File: config.mk
export PLATFORM = sky130hd
export DESIGN_NAME = fast_bypass_queue_flat
export DESIGN_NICKNAME = d
export VERILOG_FILES = /design/src/rtl/fast_bypass_queue_if.sv /design/src/rtl/fast_bypass_queue.sv /design/src/flat_wrapper.sv
export SDC_FILE = /design/constraint.sdc
export NUM_CORES = 1
export LEC_CHECK = 0
export ABC_AREA = 1
export CAP_MARGIN = 25
export CORE_UTILIZATION = 30
export CTS_CLUSTER_DIAMETER = 100
export CTS_CLUSTER_SIZE = 14
export DETAILED_ROUTE_END_ITERATION = 8
export HOLD_SLACK_MARGIN = 0.02
export PLACE_DENSITY_LB_ADDON = 0.08
export SLEW_MARGIN = 20
export SYNTH_ARGS = -nofsm -noshare
export SYNTH_HDL_FRONTEND = slang
export SYNTH_SLANG_ARGS = --single-unit
File: constraint.sdc
create_clock -name clk -period 4.7 [get_ports clk]
set_input_delay 0.94 -clock clk [delete_from_list [all_inputs] [get_ports clk]]
set_output_delay 0.94 -clock clk [all_outputs]
set_load 0.1 [all_outputs]
File: src/rtl/fast_bypass_queue_if.sv
// Write/read handshake bundle for fast_bypass_queue, plus flush and status.
// master drives the producer/consumer side; slave is the queue itself.
interface fast_bypass_queue_if #(
    parameter int DATA_WIDTH = 32,
    parameter int DEPTH      = 16
);
    localparam int CW = $clog2(DEPTH) + 1;

    logic                  kill;
    logic                  wready;
    logic                  wvalid;
    logic [DATA_WIDTH-1:0] wdata;
    logic                  rready;
    logic                  rvalid;
    logic [DATA_WIDTH-1:0] rdata;
    logic [CW-1:0]         count;
    logic                  afull;

    modport master (
        output kill, wvalid, wdata, rready,
        input  wready, rvalid, rdata, count, afull
    );

    modport slave (
        input  kill, wvalid, wdata, rready,
        output wready, rvalid, rdata, count, afull
    );
endinterface

File: src/rtl/fast_bypass_queue.sv
// Synchronous FIFO with full-depth use and an optional same-cycle fall-through
// when empty. Pointers carry one extra wrap bit so full and empty are distinct.
module fast_bypass_queue #(
    parameter int DATA_WIDTH = 32,
    parameter int DEPTH      = 16,
    parameter int BYPASS     = 1,
    parameter int AFULL_LVL  = 12
) (
    input logic                clk,
    input logic                rst_n,
    fast_bypass_queue_if.slave q_if
);
    localparam int  AW  = $clog2(DEPTH);
    localparam int  PW  = AW + 1;
    localparam logic BYP = (BYPASS != 0);

    logic [DATA_WIDTH-1:0] mem_q [DEPTH];
    logic [PW-1:0]         wptr_q, wptr_d;
    logic [PW-1:0]         rptr_q, rptr_d;
    logic [PW-1:0]         cnt;
    logic                  empty, full;
    logic                  push, pop, bypass_hit, wr_en;

    assign cnt   = wptr_q - rptr_q;
    assign empty = (cnt == '0);
    assign full  = (cnt == PW'(DEPTH));

    // wready is a pure state function so the read side never reaches the write side.
    assign q_if.wready = ~q_if.kill & ~full;
    assign q_if.rvalid = ~q_if.kill & (~empty | (BYP & q_if.wvalid));
    assign q_if.rdata  = empty ? q_if.wdata : mem_q[rptr_q[AW-1:0]];
    assign q_if.count  = cnt;
    assign q_if.afull  = (cnt >= PW'(AFULL_LVL));

    assign push       = q_if.wvalid & q_if.wready;
    assign pop        = q_if.rready & q_if.rvalid;
    assign bypass_hit = BYP & empty & push & q_if.rready;
    assign wr_en      = push & ~bypass_hit;

    always_comb begin
        wptr_d = wptr_q;
        rptr_d = rptr_q;
        if (q_if.kill) begin
            rptr_d = wptr_q;
        end else begin
            if (wr_en)         wptr_d = wptr_q + PW'(1);
            if (pop && !empty) rptr_d = rptr_q + PW'(1);
        end
    end

    always_ff @(posedge clk or negedge rst_n) begin
        if (!rst_n) begin
            wptr_q <= '0;
            rptr_q <= '0;
        end else begin
            wptr_q <= wptr_d;
            rptr_q <= rptr_d;
        end
    end

    // Storage is not reset; only the pointers define what is valid.
    always_ff @(posedge clk) begin
        if (wr_en) mem_q[wptr_q[AW-1:0]] <= q_if.wdata;
    end
endmodule
File: src/flat_wrapper.sv
// flat-port wrapper written by rule: the top's interface ports become plain ports
module fast_bypass_queue_flat 
#(
    parameter int DATA_WIDTH = 32,
    parameter int DEPTH      = 16,
    parameter int BYPASS     = 1,
    parameter int AFULL_LVL  = 12
)
  (clk, rst_n, q_if_kill, q_if_wvalid, q_if_wdata, q_if_rready, q_if_wready, q_if_rvalid, q_if_rdata, q_if_count, q_if_afull);
  fast_bypass_queue_if #(.DATA_WIDTH(DATA_WIDTH), .DEPTH(DEPTH)) q_if_i ();
  input logic clk;
  input logic rst_n;
  input wire logic [$bits(q_if_i.kill)-1:0] q_if_kill;
  input wire logic [$bits(q_if_i.wvalid)-1:0] q_if_wvalid;
  input wire logic [$bits(q_if_i.wdata)-1:0] q_if_wdata;
  input wire logic [$bits(q_if_i.rready)-1:0] q_if_rready;
  output wire logic [$bits(q_if_i.wready)-1:0] q_if_wready;
  output wire logic [$bits(q_if_i.rvalid)-1:0] q_if_rvalid;
  output wire logic [$bits(q_if_i.rdata)-1:0] q_if_rdata;
  output wire logic [$bits(q_if_i.count)-1:0] q_if_count;
  output wire logic [$bits(q_if_i.afull)-1:0] q_if_afull;
  assign q_if_i.kill = q_if_kill;
  assign q_if_i.wvalid = q_if_wvalid;
  assign q_if_i.wdata = q_if_wdata;
  assign q_if_i.rready = q_if_rready;
  assign q_if_wready = q_if_i.wready;
  assign q_if_rvalid = q_if_i.rvalid;
  assign q_if_rdata = q_if_i.rdata;
  assign q_if_count = q_if_i.count;
  assign q_if_afull = q_if_i.afull;
  fast_bypass_queue #(.DATA_WIDTH(DATA_WIDTH), .DEPTH(DEPTH), .BYPASS(BYPASS), .AFULL_LVL(AFULL_LVL)) u_core (.clk(clk), .rst_n(rst_n), .q_if(q_if_i));
endmodule
==> results of run 1 <==
==> logic make-up after synthesis <==
logic type	count (synthesis)	synth area share (%)
compound gates	429	11.2
xor+xnor	3	0.123
fa+ha+maj	10	0.623
buf+inv	134	3.26
flops	522	73.4
simple gates	617	11.4
==> sequential cells by signal, indices dropped and copies added, names as in the netlist <==
register and count:
u_core.mem_q 512, u_core.rptr_q 5, u_core.wptr_q 5
==> critical path, stage by stage (launching register included) <==
cell     delay (ns)
dfrtp_1        0.44
inv_1          0.16
ha_1           0.16
inv_1          0.06
fa_1           0.41
nand3_1        0.11
nand2_1        0.06
nand2_1        0.07
nand2_2        0.09
nand3_2        0.09
buf_4          0.55
nor2_1         0.22
a21oi_2        0.21
buf_12         0.20
==> per-layer routing <==
| metal | wire [µm] | vias up |
|---|---|---|
| met1 | 29100 | 6826 |
| met2 | 31000 | 243 |
| met3 | 2280 | 73 |
| met4 | 1380 | 0 |
| li1 | - | 6340 |
| met5 | 0 | - |
==> worst max-delay path by stage <==
stage / to / from / cells past startpoint
after floorplan: u_core.mem_q[12][0] / u_core.rptr_q[1] / 13
after global placement: q_if_rdata[2] / u_core.wptr_q[0] / 13
after detailed placement: q_if_rdata[2] / u_core.wptr_q[0] / 13
after CTS: q_if_rdata[2] / u_core.wptr_q[0] / 13
after global routing: q_if_rdata[25] / u_core.rptr_q[0] / 9
final: q_if_rdata[2] / u_core.wptr_q[0] / 13
==> final cells by class <==
class / instances / area [µm²]
timing repair buffer: 135 / 1660
clock buffer: 54 / 1160
clock inverter: 2 / 38.8
antenna: 2 / 5.00
tap: 940 / 1180
sequential: 522 / 15600
inverter: 25 / 101
multi-input combinational: 1059 / 5220
fill: 6964 / 45200
==> per-stage QoR <==
step / hold WS (ns) / instances
2_1_floorplan: 0.464 / 1715
3_3_place_gp: 0.490 / 2681
3_5_place_dp: 0.505 / 2681
4_1_cts: 0.521 / 2737
5_1_grt: 0.573 / 2738
6_report: 0.518 / 2739
==> cell usage in the layout, fill, tap and decap left out, types with 44 or more instances in the layout <==
cell type | synthesis | final
o21ai_0 | 218 | 218
o211ai_1 | 64 | 64
buf_12 | 1 | 44
nand3_1 | 48 | 48
nor2_1 | 407 | 389
buf_4 | 15 | 54
clkbuf_16 | 0 | 45
o22ai_1 | 64 | 64
nand2_1 | 150 | 150
edfxtp_1 | 512 | 512
o21ai_1 | 48 | 48
==> flow_summary.yaml, run 1 <==
critical_path:
  crit_required_ns: 3.76
  arrival_ns: 3.42
  timing.rr.end: "u_core.mem_q[5][11]"
  rrSetupSlack_ns: 1.34
  worstSetupPathType: "reg -> out"
  worstReg2RegStart: "u_core.wptr_q[0]"
  cp-end-kind: "output pin"
  crit_fanout: 35
  cp-start-kind: "register"
  rr_worst_depth: 15
synthesis:
  async_reset_ff_share_pct: 1.92
  yosysMostFrequentCell: "edfxtp_1"
  ys_types: 27
  synth_nets: 1762
  yosysTopAreaCellShare_pct: 72.2
  synth_common_cells: "512 x edfxtp_1, 407 x nor2_1, 218 x o21ai_0"
  synth_seq_cells: 522
  synth_area_leaders: "edfxtp_1 72%, nor2_1 7.2%, o21ai_0 5.1%"
  synth_warnings: 0
  synth_enable_flop_cells: 512
  avgSynthCellArea_um2: 12.4
  syn-cell-area_um2: 21300
  synthCells: 1715
  synth-seq-area-share_pct: 73.4
  synthFlopType: "edfxtp_1"
  yosysTopAreaCell: "edfxtp_1"
global_route:
  antenna_found_initial: 3
  grt_usage_pct: 17.9
  use_met3_pct: 2.03
  grt_remaining_overflow: 0
  grt_pass1_vias: 13417
  grt_most_used_layer: "met2"
  grt_pass1_wl_um: 93300
  grt_max_degree: 195
  use_met2_pct: 30.1
  gr-usage-met1_pct: 24.4
place:
  place_area_um2: 23800
  dp_hpwl_um: 33100
  dpl_worst_slack_ns: 0.915
  gp_congestion: 0.780
  io_buffers: 76
cts:
  post_cts_resized: 0
  cts-hold-fix-buffers: 0
  post-cts-setup-buffer-count: 0
  cts_made_buffers: 43
  htree_levels: 2
  cts_num_sinks: 522
  root_buffer: "clkbuf_16"
  cts_tree: "done"
  clkLatencyLatePin_ns: 0.57
  clk_pin_slew_ns: 0.07
  cts_max_path_buffers: 3
routing:
  drt_iter0_drc: 1050
  vias: 13482
  first_pass_iters: 5
  vias_per_cell: 4.92
  wl_per_cell_um: 23.3
  drc: 0
  wirelength_um: 63700
  ant_nets: 0
floorplan:
  pin_count: 77
  die_w_um: 268
  initial_core_util_pct: 30.3
  die_y_um: 268
  core_area_um2: 70100
  row_count: 97
  die-area_um2: 72000
sta:
  skew_ns: 0.0142
  post-route-period-util_pct: 92.8
  max_clock_freq_ghz: 0.229
  tns_ns: 0
  slew_headroom_pct: 35.8
  period_minus_slack_ns: 4.36
  drv_slew: 0
  hold_viol_final: 0
  fin_ws_ns: 0.341
  setup_viol: 0
  rsz0062_at_grt: "no"
  tightest_slew_ns: 0.960
final_layout:
  area_growth_pct: 17.4
  design_area_um2: 25000
  fin_nets: 1833
  post-route-util_pct: 35.6
  drive_gt1_share_pct: 11.7
outcome:
  status: "complete, no violations"
hold_path:
  min_path_cells: 2
  hold_class: "reg -> reg"
  hold_start: "u_core.wptr_q[4]"
  holdPathEnd: "u_core.wptr_q[4]"
job:
  maxCapViolations: 0
Power of run 1 is left out: the tool's default activity adds up to more than one toggle a clock period on the data nets, which glitch-free logic cannot reach.
==> run 2: changes to the inputs <==
Settings changed: CORE_MARGIN set to 1.
==> results of run 2 <==
Final layout, timing and power as in run 1 (identical DEF).
Power of run 2 is left out for the same reason.
==> run 3: changes to the inputs <==
==> constraint.sdc (replaced) <==
create_clock -name clk -period 4.7 [get_ports clk]
set_input_delay 1.175 -clock clk [delete_from_list [all_inputs] [get_ports clk]]
set_output_delay 1.175 -clock clk [all_outputs]
set_load 0.1 [all_outputs]
==> run 3 against run 2 <==
Net effect:
- core utilization rose by 0.52 points
- cell count grew 0.18%
- sequential cell count stayed put
==> flow_summary.yaml, run 3 (synthesized netlist as in run 1, its figures left out) <==
cts:
  htree_levels: 2
  clkLatencyLatePin_ns: 0.58
  cts_max_path_buffers: 3
  cts_num_sinks: 522
  cts_made_buffers: 43
  cts_tree: "done"
  root_buffer: "clkbuf_16"
  cts-hold-fix-buffers: 0
  clk_pin_slew_ns: 0.07
  post-cts-setup-buffer-count: 0
final_layout:
  drive_gt1_share_pct: 12.4
  fin_nets: 1847
  largest_reg_flops: 512
  area_growth_pct: 19.1
  final_cell_mix: "512 x edfxtp_1, 389 x nor2_1, 218 x o21ai_0"
  final_common_cell: "edfxtp_1"
floorplan:
  pin_count: 77
  core_area_um2: 70100
  die_y_um: 268
  die-area_um2: 72000
  die_w_um: 268
  initial_core_util_pct: 30.3
  row_count: 97
critical_path:
  cpMostUsedCell: "inv_1"
  worstSetupPathType: "reg -> out"
  rrSetupSlack_ns: 0.96
  crit_buf_inv: 6
  cp_slowest_stage_delay_ns: 0.44
  arrival_ns: 3.39
  crit_required_ns: 3.52
  crit_family: "buffers and inverters"
  path_cells: "inv_1, ha_1, inv_1, fa_1, inv_1, nand2_1, nand2_1, nor2_2, nand3_2, clkinv_2, buf_4, nor2_1, a21oi_4, buf_12"
  cp-end-kind: "output pin"
  cp-start-kind: "register"
  cpMaxStageDelayCell: "dfrtp_1"
  crit_fanout: 16
sta:
  max_clock_freq_ghz: 0.219
  hold_viol_final: 0
  period_minus_slack_ns: 4.56
  drv_slew: 0
  tns_ns: 0
  post-route-period-util_pct: 97.1
  rsz0062_at_grt: "yes"
  tightest_slew_ns: 0.898
  hold_slack_ns: 0.524
  slew_headroom_pct: 40.1
  setup_viol: 0
  skew_ns: 0.0253
global_route:
  antenna_found_initial: 0
  grt_usage_pct: 18.2
  grt_remaining_overflow: 0
  grt_max_degree: 151
  grt_pass1_vias: 13369
  grt_pass1_wl_um: 94800
place:
  gp_congestion: 0.759
  dp_hpwl_um: 34600
  io_buffers: 76
routing:
  drt_iter0_drc: 974
  wl_per_cell_um: 23.5
  vias_per_cell: 4.91
  first_pass_iters: 5
  drc: 0
  vias: 13483
  ant_nets: 0
  wirelength_um: 64500
outcome:
  status: "complete, no violations"
hold_path:
  hold_class: "reg -> reg"
job:
  maxCapViolations: 0
==> run 3: cell types whose count changed in the layout (fill, tap and decap cells not counted), sizes merged <==
cell,change
buf,+15
clkinvlp,+1
bufinv,-1
clkinv,+1
clkbuf,-9
clkdlybuf4s50,-1
diode,-1
==> run 3: area by class of cell <==
cell class                      count  area, µm²
Sequential cell                   522      15600
Inverter                           25        103
Timing Repair Buffer              149       1900
Multi-Input combinational cell   1059       5430
Fill cell                        6960      44800
Clock buffer                       45       1080
Tap cell                          940       1180
Clock inverter                      3       21.3
Antenna cell                        1       2.50
==> run 3: stage by stage <==
| step | setup WS, ns | cells | util (%) | instance area [µm²] |
|---|---|---|---|---|
| 2_1_floorplan | -0.412 | 1715 | - | 21600 |
| 3_3_place_gp | 0.699 | 2695 | 34.6 | 24200 |
| 3_5_place_dp | 0.648 | 2695 | 34.6 | 24200 |
| 4_1_cts | 0.00792 | 2743 | 36.1 | 25300 |
| 5_1_grt | -0.117 | 2743 | 36.1 | 25300 |
| 6_report | 0.136 | 2744 | 36.1 | 25300 |
==> run 3: worst min-delay path: cells and delay by family (launching register included) <==
family        cells  cell delay, ns
flops             1            0.38
simple gates      2            0.11
==> run 3: worst paths after layout <==
path | startpoint | end | cells past startpoint
max in group asynchronous | rst_n | u_core.rptr_q[0] | 1
min in group asynchronous | rst_n | u_core.rptr_q[4] | 1
hold reg to reg | u_core.wptr_q[4] | u_core.wptr_q[4] | 2
setup / recovery | u_core.wptr_q[0] | q_if_rdata[4] | 14
setup reg to reg | u_core.wptr_q[0] | u_core.mem_q[5][25] | 15
hold / removal | u_core.wptr_q[4] | u_core.wptr_q[4] | 2
==> run 3: routing by layer <==
| layer | vias up | global-route usage [%] | share of wire (%) |
|---|---|---|---|
| li1 | 6351 | - | - |
| met1 | 6801 | 26.3 | 48 |
| met2 | 262 | 29.1 | 46 |
| met3 | 69 | 2.23 | 3.7 |
| met4 | 0 | 4.44 | 1.9 |
| met5 | - | 0 | 0 |
==> run 3: what timing repair did <==
action | in CTS | in global routing
resized for setup | 0 | 1
hold endpoints to repair | 0 | 0
setup endpoints to repair | 0 | 21
Power of run 3 is left out for the same reason.
